===== src/rtl/acknowledge_sequencer_if.sv =====
// Handshake bundle between the interrupt controller core and the INTA/poll acknowledge sequencer.
// The slave modport is the sequencer's view; the master modport is the controller side.
interface acknowledge_sequencer_if;
  logic       interrupt_acknowledge_n;
  logic       read;
  logic       u8086_or_mcs80_config;
  logic       write_initial_command_word_1;
  logic       poll_command;
  logic       cascade_slave;
  logic       cascade_slave_enable;
  logic [7:0] interrupt;

  logic [2:0] control_state;
  logic [7:0] interrupt_when_ack1;
  logic [7:0] acknowledge_interrupt;
  logic       cascade_output_ack_2_3;
  logic [7:0] in_service_set;
  logic       end_of_acknowledge_sequence;

  modport slave (
    input  interrupt_acknowledge_n, read, u8086_or_mcs80_config,
           write_initial_command_word_1, poll_command,
           cascade_slave, cascade_slave_enable, interrupt,
    output control_state, interrupt_when_ack1, acknowledge_interrupt,
           cascade_output_ack_2_3, in_service_set, end_of_acknowledge_sequence
  );

  modport master (
    output interrupt_acknowledge_n, read, u8086_or_mcs80_config,
           write_initial_command_word_1, poll_command,
           cascade_slave, cascade_slave_enable, interrupt,
    input  control_state, interrupt_when_ack1, acknowledge_interrupt,
           cascade_output_ack_2_3, in_service_set, end_of_acknowledge_sequence
  );
endinterface


===== src/rtl/acknowledge_sequencer.sv =====
// INTA / poll acknowledge sequencer: tracks 8086 (2-pulse) and MCS-80/85 (3-pulse)
// acknowledge cycles plus poll reads, and produces ISR set and end-of-sequence pulses.
//
// state   | meaning
// READY   | idle, waiting for first INTA falling edge or a poll command
// ACK1    | first INTA pulse seen, IR latched and ISR bit set
// ACK2    | second INTA pulse; 8086 ends on its rising edge
// ACK3    | third INTA pulse (MCS-80/85 only)
// POLL    | poll armed, waiting for the end of the CPU read
module acknowledge_sequencer (
  input  logic                          clock,
  input  logic                          reset_n,
  acknowledge_sequencer_if.slave        bus
);

  typedef enum logic [2:0] {
    S_READY = 3'b000,
    S_ACK1  = 3'b001,
    S_ACK2  = 3'b010,
    S_ACK3  = 3'b011,
    S_POLL  = 3'b100
  } state_t;

  state_t     r_state;
  logic       r_prev_inta_n;
  logic       r_prev_read;
  logic [7:0] r_iwa1;
  logic [7:0] r_ack_irq;
  logic       r_cas_out;
  logic [7:0] r_isr_set;
  logic       r_eoi;

  state_t     w_state_nxt;
  logic [7:0] w_iwa1_nxt;
  logic [7:0] w_ack_irq_nxt;
  logic       w_cas_out_nxt;
  logic [7:0] w_isr_set_nxt;
  logic       w_eoi_nxt;
  logic       w_nedge;
  logic       w_pedge;
  logic       w_read_end;
  logic       w_finish;

  assign w_nedge    = r_prev_inta_n & ~bus.interrupt_acknowledge_n;
  assign w_pedge    = ~r_prev_inta_n & bus.interrupt_acknowledge_n;
  assign w_read_end = r_prev_read & ~bus.read;

  always_ff @(posedge clock or negedge reset_n) begin
    if (!reset_n) begin
      r_state       <= S_READY;
      r_prev_inta_n <= 1'b1;
      r_prev_read   <= 1'b0;
      r_iwa1        <= 8'h00;
      r_ack_irq     <= 8'h00;
      r_cas_out     <= 1'b0;
      r_isr_set     <= 8'h00;
      r_eoi         <= 1'b0;
    end else begin
      r_state       <= w_state_nxt;
      r_prev_inta_n <= bus.interrupt_acknowledge_n;
      r_prev_read   <= bus.read;
      r_iwa1        <= w_iwa1_nxt;
      r_ack_irq     <= w_ack_irq_nxt;
      r_cas_out     <= w_cas_out_nxt;
      r_isr_set     <= w_isr_set_nxt;
      r_eoi         <= w_eoi_nxt;
    end
  end

  always_comb begin
    w_state_nxt   = r_state;
    w_iwa1_nxt    = r_iwa1;
    w_ack_irq_nxt = r_ack_irq;
    w_cas_out_nxt = r_cas_out;
    w_isr_set_nxt = 8'h00;
    w_eoi_nxt     = 1'b0;
    w_finish      = 1'b0;

    // ICW1 reinitialises the controller, so it beats any INTA edge or poll in the same cycle
    if (bus.write_initial_command_word_1) begin
      w_state_nxt   = S_READY;
      w_iwa1_nxt    = 8'h00;
      w_ack_irq_nxt = 8'h00;
      w_cas_out_nxt = 1'b0;
    end else begin
      unique case (r_state)
        S_READY: begin
          if (w_nedge) begin
            w_state_nxt   = S_ACK1;
            w_iwa1_nxt    = bus.interrupt;
            w_ack_irq_nxt = bus.interrupt;
            w_isr_set_nxt = bus.interrupt;
            w_cas_out_nxt = ~bus.cascade_slave | bus.cascade_slave_enable;
          end else if (bus.poll_command) begin
            w_state_nxt = S_POLL;
          end
        end
        S_ACK1: begin
          if (w_nedge) w_state_nxt = S_ACK2;
        end
        S_ACK2: begin
          // mode is sampled here so a mid-sequence config change lands at this decision
          if (bus.u8086_or_mcs80_config) begin
            if (w_nedge) w_state_nxt = S_ACK3;
          end else if (w_pedge) begin
            w_finish = 1'b1;
          end
        end
        S_ACK3: begin
          if (w_pedge) w_finish = 1'b1;
        end
        S_POLL: begin
          if (w_read_end) begin
            w_state_nxt   = S_READY;
            w_isr_set_nxt = bus.interrupt;
            w_eoi_nxt     = 1'b1;
          end
        end
        default: w_state_nxt = S_READY;
      endcase

      if (w_finish) begin
        w_state_nxt   = S_READY;
        w_ack_irq_nxt = 8'h00;
        w_cas_out_nxt = 1'b0;
        w_eoi_nxt     = 1'b1;
      end
    end
  end

  assign bus.control_state               = r_state;
  assign bus.interrupt_when_ack1         = r_iwa1;
  assign bus.acknowledge_interrupt       = r_ack_irq;
  assign bus.cascade_output_ack_2_3      = r_cas_out;
  assign bus.in_service_set              = r_isr_set;
  assign bus.end_of_acknowledge_sequence = r_eoi;

endmodule


===== src/flat_wrapper.sv =====
// flat-port wrapper written by rule: the top's interface ports become plain ports
module acknowledge_sequencer_flat 
  (clock, reset_n, bus_interrupt_acknowledge_n, bus_read, bus_u8086_or_mcs80_config, bus_write_initial_command_word_1, bus_poll_command, bus_cascade_slave, bus_cascade_slave_enable, bus_interrupt, bus_control_state, bus_interrupt_when_ack1, bus_acknowledge_interrupt, bus_cascade_output_ack_2_3, bus_in_service_set, bus_end_of_acknowledge_sequence);
  acknowledge_sequencer_if bus_i ();
  input  logic clock;
  input  logic reset_n;
  input wire logic [$bits(bus_i.interrupt_acknowledge_n)-1:0] bus_interrupt_acknowledge_n;
  input wire logic [$bits(bus_i.read)-1:0] bus_read;
  input wire logic [$bits(bus_i.u8086_or_mcs80_config)-1:0] bus_u8086_or_mcs80_config;
  input wire logic [$bits(bus_i.write_initial_command_word_1)-1:0] bus_write_initial_command_word_1;
  input wire logic [$bits(bus_i.poll_command)-1:0] bus_poll_command;
  input wire logic [$bits(bus_i.cascade_slave)-1:0] bus_cascade_slave;
  input wire logic [$bits(bus_i.cascade_slave_enable)-1:0] bus_cascade_slave_enable;
  input wire logic [$bits(bus_i.interrupt)-1:0] bus_interrupt;
  output wire logic [$bits(bus_i.control_state)-1:0] bus_control_state;
  output wire logic [$bits(bus_i.interrupt_when_ack1)-1:0] bus_interrupt_when_ack1;
  output wire logic [$bits(bus_i.acknowledge_interrupt)-1:0] bus_acknowledge_interrupt;
  output wire logic [$bits(bus_i.cascade_output_ack_2_3)-1:0] bus_cascade_output_ack_2_3;
  output wire logic [$bits(bus_i.in_service_set)-1:0] bus_in_service_set;
  output wire logic [$bits(bus_i.end_of_acknowledge_sequence)-1:0] bus_end_of_acknowledge_sequence;
  assign bus_i.interrupt_acknowledge_n = bus_interrupt_acknowledge_n;
  assign bus_i.read = bus_read;
  assign bus_i.u8086_or_mcs80_config = bus_u8086_or_mcs80_config;
  assign bus_i.write_initial_command_word_1 = bus_write_initial_command_word_1;
  assign bus_i.poll_command = bus_poll_command;
  assign bus_i.cascade_slave = bus_cascade_slave;
  assign bus_i.cascade_slave_enable = bus_cascade_slave_enable;
  assign bus_i.interrupt = bus_interrupt;
  assign bus_control_state = bus_i.control_state;
  assign bus_interrupt_when_ack1 = bus_i.interrupt_when_ack1;
  assign bus_acknowledge_interrupt = bus_i.acknowledge_interrupt;
  assign bus_cascade_output_ack_2_3 = bus_i.cascade_output_ack_2_3;
  assign bus_in_service_set = bus_i.in_service_set;
  assign bus_end_of_acknowledge_sequence = bus_i.end_of_acknowledge_sequence;
  acknowledge_sequencer u_core (.clock(clock), .reset_n(reset_n), .bus(bus_i));
endmodule

===== config.mk =====
export PLATFORM = sky130hd
export DESIGN_NAME = acknowledge_sequencer_flat
export DESIGN_NICKNAME = d
export VERILOG_FILES = /design/src/rtl/acknowledge_sequencer_if.sv /design/src/rtl/acknowledge_sequencer.sv /design/src/flat_wrapper.sv
export SDC_FILE = /design/constraint.sdc
export NUM_CORES = 1
export LEC_CHECK = 0
export ABC_AREA = 1
export CAP_MARGIN = 20
export CORE_AREA = 8 8 61 63
export CTS_BUF_LIST = sky130_fd_sc_hd__clkbuf_2
export CTS_CLUSTER_SIZE = 14
export DETAILED_ROUTE_END_ITERATION = 6
export DIE_AREA = 0 0 69 71
export PLACE_DENSITY = 0.84
export SLEW_MARGIN = 20
export SYNTH_ARGS = -nofsm -noshare
export SYNTH_HDL_FRONTEND = slang
export SYNTH_SLANG_ARGS = --single-unit

===== constraint.sdc =====
create_clock -name clock -period 4.35 [get_ports clock]
set_clock_uncertainty 0.05 [all_clocks]
set_input_delay 0.87 -clock clock [delete_from_list [all_inputs] [get_ports clock]]
set_output_delay 0.87 -clock clock [all_outputs]
set_load 0.005 [all_outputs]

; ---- Word-level counts from Yosys, hierarchy flattened
; Cells that the tools add are included.
[totals]
regBits = 31
latch_bits = 0
ram_bits = 0
rom_bits = 0
in_bits = 17
output_inout_bits = 29
word_cells = 64
n_memories = 0
[classes]
addsub = 0
multipliers = 0
div_mod_pow = 0
magnitude_cmp = 0
n_eq_ne = 10
n_shift = 0
muxes = 30
n_bitwise = 8
reduce_logical = 8
[op_table]
columns = operator, count
row1 = $mux W8, 8
row2 = $mux W3, 8
row3 = $pmux W8 S2, 1
row4 = $pmux W3 S5, 1
row5 = $ne A4 B2 Y1 const B, 3
row6 = $mux W1, 11
row7 = $eq A3 B2 Y1 const B, 2
row8 = $reduce_and A6 Y1, 1
row9 = $reduce_bool A3 Y1, 2
row10 = $ne A5 B3 Y1 const B, 1
row11 = $ne A4 B3 Y1 const B, 1
row12 = $not A1 Y1, 4
row13 = $reduce_and A2 Y1, 2
row14 = $reduce_bool A2 Y1, 2
row15 = $and A1 B1 Y1, 3
row16 = $eq A3 B1 Y1 const B, 1
row17 = $eq A3 B3 Y1 const B, 1
row18 = $logic_not A3 Y1, 1
row19 = $ne A3 B2 Y1 const B, 1
row20 = $pmux W1 S2, 1
row21 = $or A1 B1 Y1, 1

; ---- Depth between registers and ports, before layout
[depth]
ltp_word = 8
mapped_depth = 9
ltp_nobuf = 9

; ---- Worst setup path before layout
; OpenSTA, ideal clock, no wires.
[synth_path]
kind = input to register
start = input bus_interrupt_acknowledge_n
end = register u_core.r_ack_irq[5], in the netlist u_core.bus.acknowledge_interrupt[5]
arrival_ns = 1.599
required_ns = 4.182
setup_slack_ns = 2.583
path_stages = 7
path_cell_list = inv_1 nand2_1 nor2_8 inv_4 buf_2 nand3_1 nand2_1
[synth_between]
elab_chain_cells = 7
elab_cells_between_ends = 12
cone_classes = 6 x mux / 3 x bitwise / 3 x reduce/logical
[synth_lines]
columns = element, line_no
row1 = start: declaration, flat_wrapper.sv:7  ; input wire logic [$bits(bus_i.interrupt_acknowledge_n)-1:0] bus_interrupt_acknowledge_n;
row2 = $and A1 B1 Y1, acknowledge_sequencer.sv:45  ; assign w_pedge = ~r_prev_inta_n & bus.interrupt_acknowledge_n;
row3 = $mux W1, "acknowledge_sequencer.sv:105, acknowledge_sequencer.sv:110"
row4 = $mux W1, acknowledge_sequencer.sv:103  ; if (bus.u8086_or_mcs80_config) begin
row5 = $pmux W1 S2, acknowledge_sequencer.sv:86  ; unique case (r_state)
row6 = $mux W1, acknowledge_sequencer.sv:80  ; if (bus.write_initial_command_word_1) begin
row7 = $reduce_bool A3 Y1 (no source line) or $mux W8 (tied branches), n/a
row8 = $reduce_and A2 Y1 (no source line) or $mux W8 (tied branches), n/a
row9 = end signal: assignment, acknowledge_sequencer.sv:63  ; r_ack_irq <= w_ack_irq_nxt;
row10 = end: declaration, acknowledge_sequencer.sv:28  ; logic [7:0] r_ack_irq;
; Parallel ways exist; a longest one is shown, timed or not. The select of a mux whose other input is x is not followed.
; A chain may end at the register's enable or synchronous reset.

; ---- Final worst setup path
[layout_path]
start = register u_core.r_state[0], in the netlist u_core.bus.control_state[0]
end = output bus_control_state[0]
[layout_rtl]
columns = element, line_no
row1 = start: declaration, acknowledge_sequencer.sv:24  ; state_t r_state;
row2 = start signal: assignment, acknowledge_sequencer.sv:59  ; r_state <= w_state_nxt;
row3 = end: declaration, flat_wrapper.sv:15  ; output wire logic [$bits(bus_i.control_state)-1:0] bus_control_state;
; No word-level cell between the ends.

==> impl_metrics.csv <==
group,metric,value,unit
floorplan,rows,20,
sta,min_period,2.313,ns
grt,grt_max_degree,32,
logic_synthesis,yosysWarnings,0,
drt,wirelength,3.408,mm
critical_path,r2r-end,"u_core.bus.acknowledge_interrupt[4]",
logic_synthesis,syn-num-nets,158,
clocking,clock_latency,0.36,ns
critical_path,critPathSlowestCell,"clkdlybuf4s50_1",
sta,fin_tns_setup,0,ns
critical_path,reg2reg_slack,2.80,ns
sta,final.period_utilization,0.5316,
critical_path,critical_path_buf_inv_count,1,
grt,antenna_found_initial,0,
floorplan,fp.dieW,69,um
min_path,hp-class,"register to register",
drt,drtIter0Drc,55,
sta,hold_violations,0,
drt,routedWlPerCell,15.21,um
clocking,cts_resized,0,
clocking,cts_root_buffer,"clkbuf_2",
grt,grtUsageTotal,0.1415,
run,maxCapViolations,0,
logic_synthesis,ys_ff_latch,31,
placement,place.gp.congestion,0.9025,
logic_synthesis,yosysSeqAreaShare,0.5892,
logic_synthesis,yosysTopAreaCellShare,0.5693,
logic_synthesis,postSynthAreaPerCell,9.353,um2
critical_path,reg2reg_depth,7,
power_and_ir_drop,irDropWorstVdd,344.7,uV
floorplan,ios,46,
drt,ant_nets,0,
floorplan,die_h,71,um
floorplan,start_util,0.4623,
critical_path,cp.required,3.43,ns
sta,slew_violations,0,
floorplan,dieArea,4899,um2
grt,grt_pass1_vias,1174,
critical_path,arrival,1.39,ns
min_path,hold-path-cell-count,2,
logic_synthesis,synth_area_leaders,"dfrtp_1 57%, nand3_1 11%, nand2_1 10%",
logic_synthesis,netlist_area,1319,um2
final_layout,final_area,1832,um2
final_layout,diodes,0,
final_layout,nFillCells,255,
sta,slew_headroom,0.7475,
drt,viasPerCell,5.156,
critical_path,setup.worst_path.class,"register to output port",
clocking,numCtsBuffers,5,
critical_path,cpPeakStageDelay,0.54,ns
critical_path,startpoint_type,"register",
sta,fmax,432.4,MHz
sta,setup_viol,0,
clocking,cts-hold-fix-buffers,0,
grt,grt_pass1_wl,5.595,mm
critical_path,critPathCaptureType,"output port",
final_layout,layout-drive-gt1-share,0.1204,
placement,postPlaceCellArea,1794,um2
clocking,cts.htree.levels,2,
critical_path,path_cells,"clkdlybuf4s50_1",
final_layout,synthToLayoutAreaGrowth,38.90,%
clocking,clk_pin_slew_worst_paths,0.14,ns
min_path,holdPathEnd,"u_core.bus.interrupt_when_ack1[1]",
drt,vias,1155,
drt,drc,0,
final_layout,nets,207,
critical_path,critPathMaxFanout,5,
power_and_ir_drop,leakagePower,0.9109,nW
clocking,cts_sinks,31,
grt,grt_overflow,0,
logic_synthesis,synth_cells,141,
clocking,cts_tree,"yes",
sta,worstMarginPinSlew,0.3788,ns
power_and_ir_drop,powerDensity,442.2,nW/um2
logic_synthesis,yosys.area.top_type,"dfrtp_1",
placement,dp_hpwl,2.742,mm
logic_synthesis,ys_types,22,
critical_path,r2r-start,"u_core.bus.control_state[0]",
clocking,post_cts_buffers,0,
floorplan,core_area,2853,um2
drt,dr.pass1.iters,4,
clocking,cts_buffer_depth,2,
min_path,min_from,"u_core.bus.interrupt_when_ack1[1]",
critical_path,critPathTopFamily,"buffers and inverters",
outcome,status,"finished clean",
placement,io_buffer_count,45,
sta,rsz0062_at_grt,"false",
-- synthesized netlist by cell type --
cell      number
clkinv_1       1
nand2_1       36
inv_2          2
nor2_4         2
clkbuf_1       1
a21oi_1        3
and2_4         1
buf_1          1
nand3_1       28
nor2_2         7
nor2_8         1
dfrtp_1       30
dfstp_2        1
inv_4          1
nand2_4        1
buf_2          1
and2_1         1
nor2_1         7
inv_1          8
nand4_1        5
buf_6          1
o21ai_0        2
-- per-stage QoR --
step / total power [mW] / worst slack (ns) / utilization / hold WS [ns] / instances
finish: 0.8099 / 2.037 / 0.6421 / 0.4834 / 224
global route: 0.8647 / 1.971 / 0.6421 / 0.5058 / 224
CTS: 0.8170 / 2.022 / 0.6421 / 0.4865 / 224
detailed placement: 0.6862 / 1.906 / 0.6289 / 0.4470 / 216
global placement: 0.6732 / 1.967 / 0.6289 / 0.4426 / 216
floorplan: 0.5545 / 2.583 / - / 0.4414 / 141
-- layout by cell type, fill, tap and decap left out, drive strengths merged --
| master | count |
|---|---|
| nand2 | 37 |
| o21ai | 2 |
| clkdlybuf4s50 | 45 |
| dfrtp | 30 |
| clkinv | 3 |
| nand3 | 28 |
| dfstp | 1 |
| nand4 | 5 |
| nor2 | 17 |
| and2 | 2 |
| inv | 11 |
| buf | 1 |
| clkbuf | 6 |
| a21oi | 3 |
-- cell families (layout without fill, tap and decap cells) --
family	Yosys count	count (layout)	synth area share
AND/OR/NAND/NOR	89	89	0.3378
flip-flops	31	31	0.5892
buffers and inverters	16	66	0.05407
AO/OA/AOI/OAI	5	5	0.01897
-- worst register-to-register path: stages, from the launching register on --
cell      delay (ns)
dfrtp_1         0.49
inv_1           0.09
nand2_1         0.08
nand4_1         0.12
nand2_1         0.14
clkinv_1        0.25
nand3_1         0.17
nand2_1         0.07
-- metal layers --
layer | global-route usage | share of wire | vias to the layer above | routed length (um)
met5 | 0 | 0 | - | 0
met4 | 0.07517 | 0.019 | 0 | 65
met3 | 0.05874 | 0.070 | 7 | 239
met2 | 0.2469 | 0.54 | 39 | 1843
met1 | 0.1401 | 0.37 | 554 | 1261
li1 | - | - | 555 | -
-- flip-flops by register name (all words and copies together), names as in the netlist --
signal                                  count
u_core.bus.acknowledge_interrupt            8
u_core.bus.cascade_output_ack_2_3           1
u_core.bus.control_state                    3
u_core.bus.end_of_acknowledge_sequence      1
u_core.bus.in_service_set                   8
u_core.bus.interrupt_when_ack1              8
u_core.r_prev_inta_n                        1
u_core.r_prev_read                          1
-- worst max path at each step --
stage	startpoint	endpoint	slack [ns]	depth (start not counted)
floorplan	bus_interrupt_acknowledge_n	u_core.bus.acknowledge_interrupt[5]	2.58	7
global placement	bus_interrupt_acknowledge_n	u_core.bus.acknowledge_interrupt[5]	1.97	8
detailed placement	bus_interrupt_acknowledge_n	u_core.bus.acknowledge_interrupt[4]	1.91	8
CTS	u_core.bus.control_state[2]	bus_control_state[2]	2.02	1
global route	u_core.bus.control_state[1]	bus_control_state[1]	1.97	1
finish	u_core.bus.control_state[0]	bus_control_state[0]	2.04	1
-- report_power, final --
group	internal [mW]	leakage, nW	total (mW)	switching, mW
clock network	0.0386	0.0281	0.130	0.0916
registers	0.326	0.420	0.363	0.0367
logic	0.144	0.463	0.317	0.173
-- area by class of cell --
| type | count | area [um2] | area share |
|---|---|---|---|
| well taps | 33 | 41.29 | 0.02254 |
| flip-flops and latches | 31 | 777.0 | 0.4242 |
| clock inverters | 2 | 7.507 | 0.004098 |
| repair buffers | 46 | 457.9 | 0.2500 |
| multi-input cells | 94 | 470.5 | 0.2568 |
| inverters | 12 | 47.55 | 0.02596 |
| clock buffers | 6 | 30.03 | 0.01639 |
No activity file was read; power rests on OpenSTA's default activity.
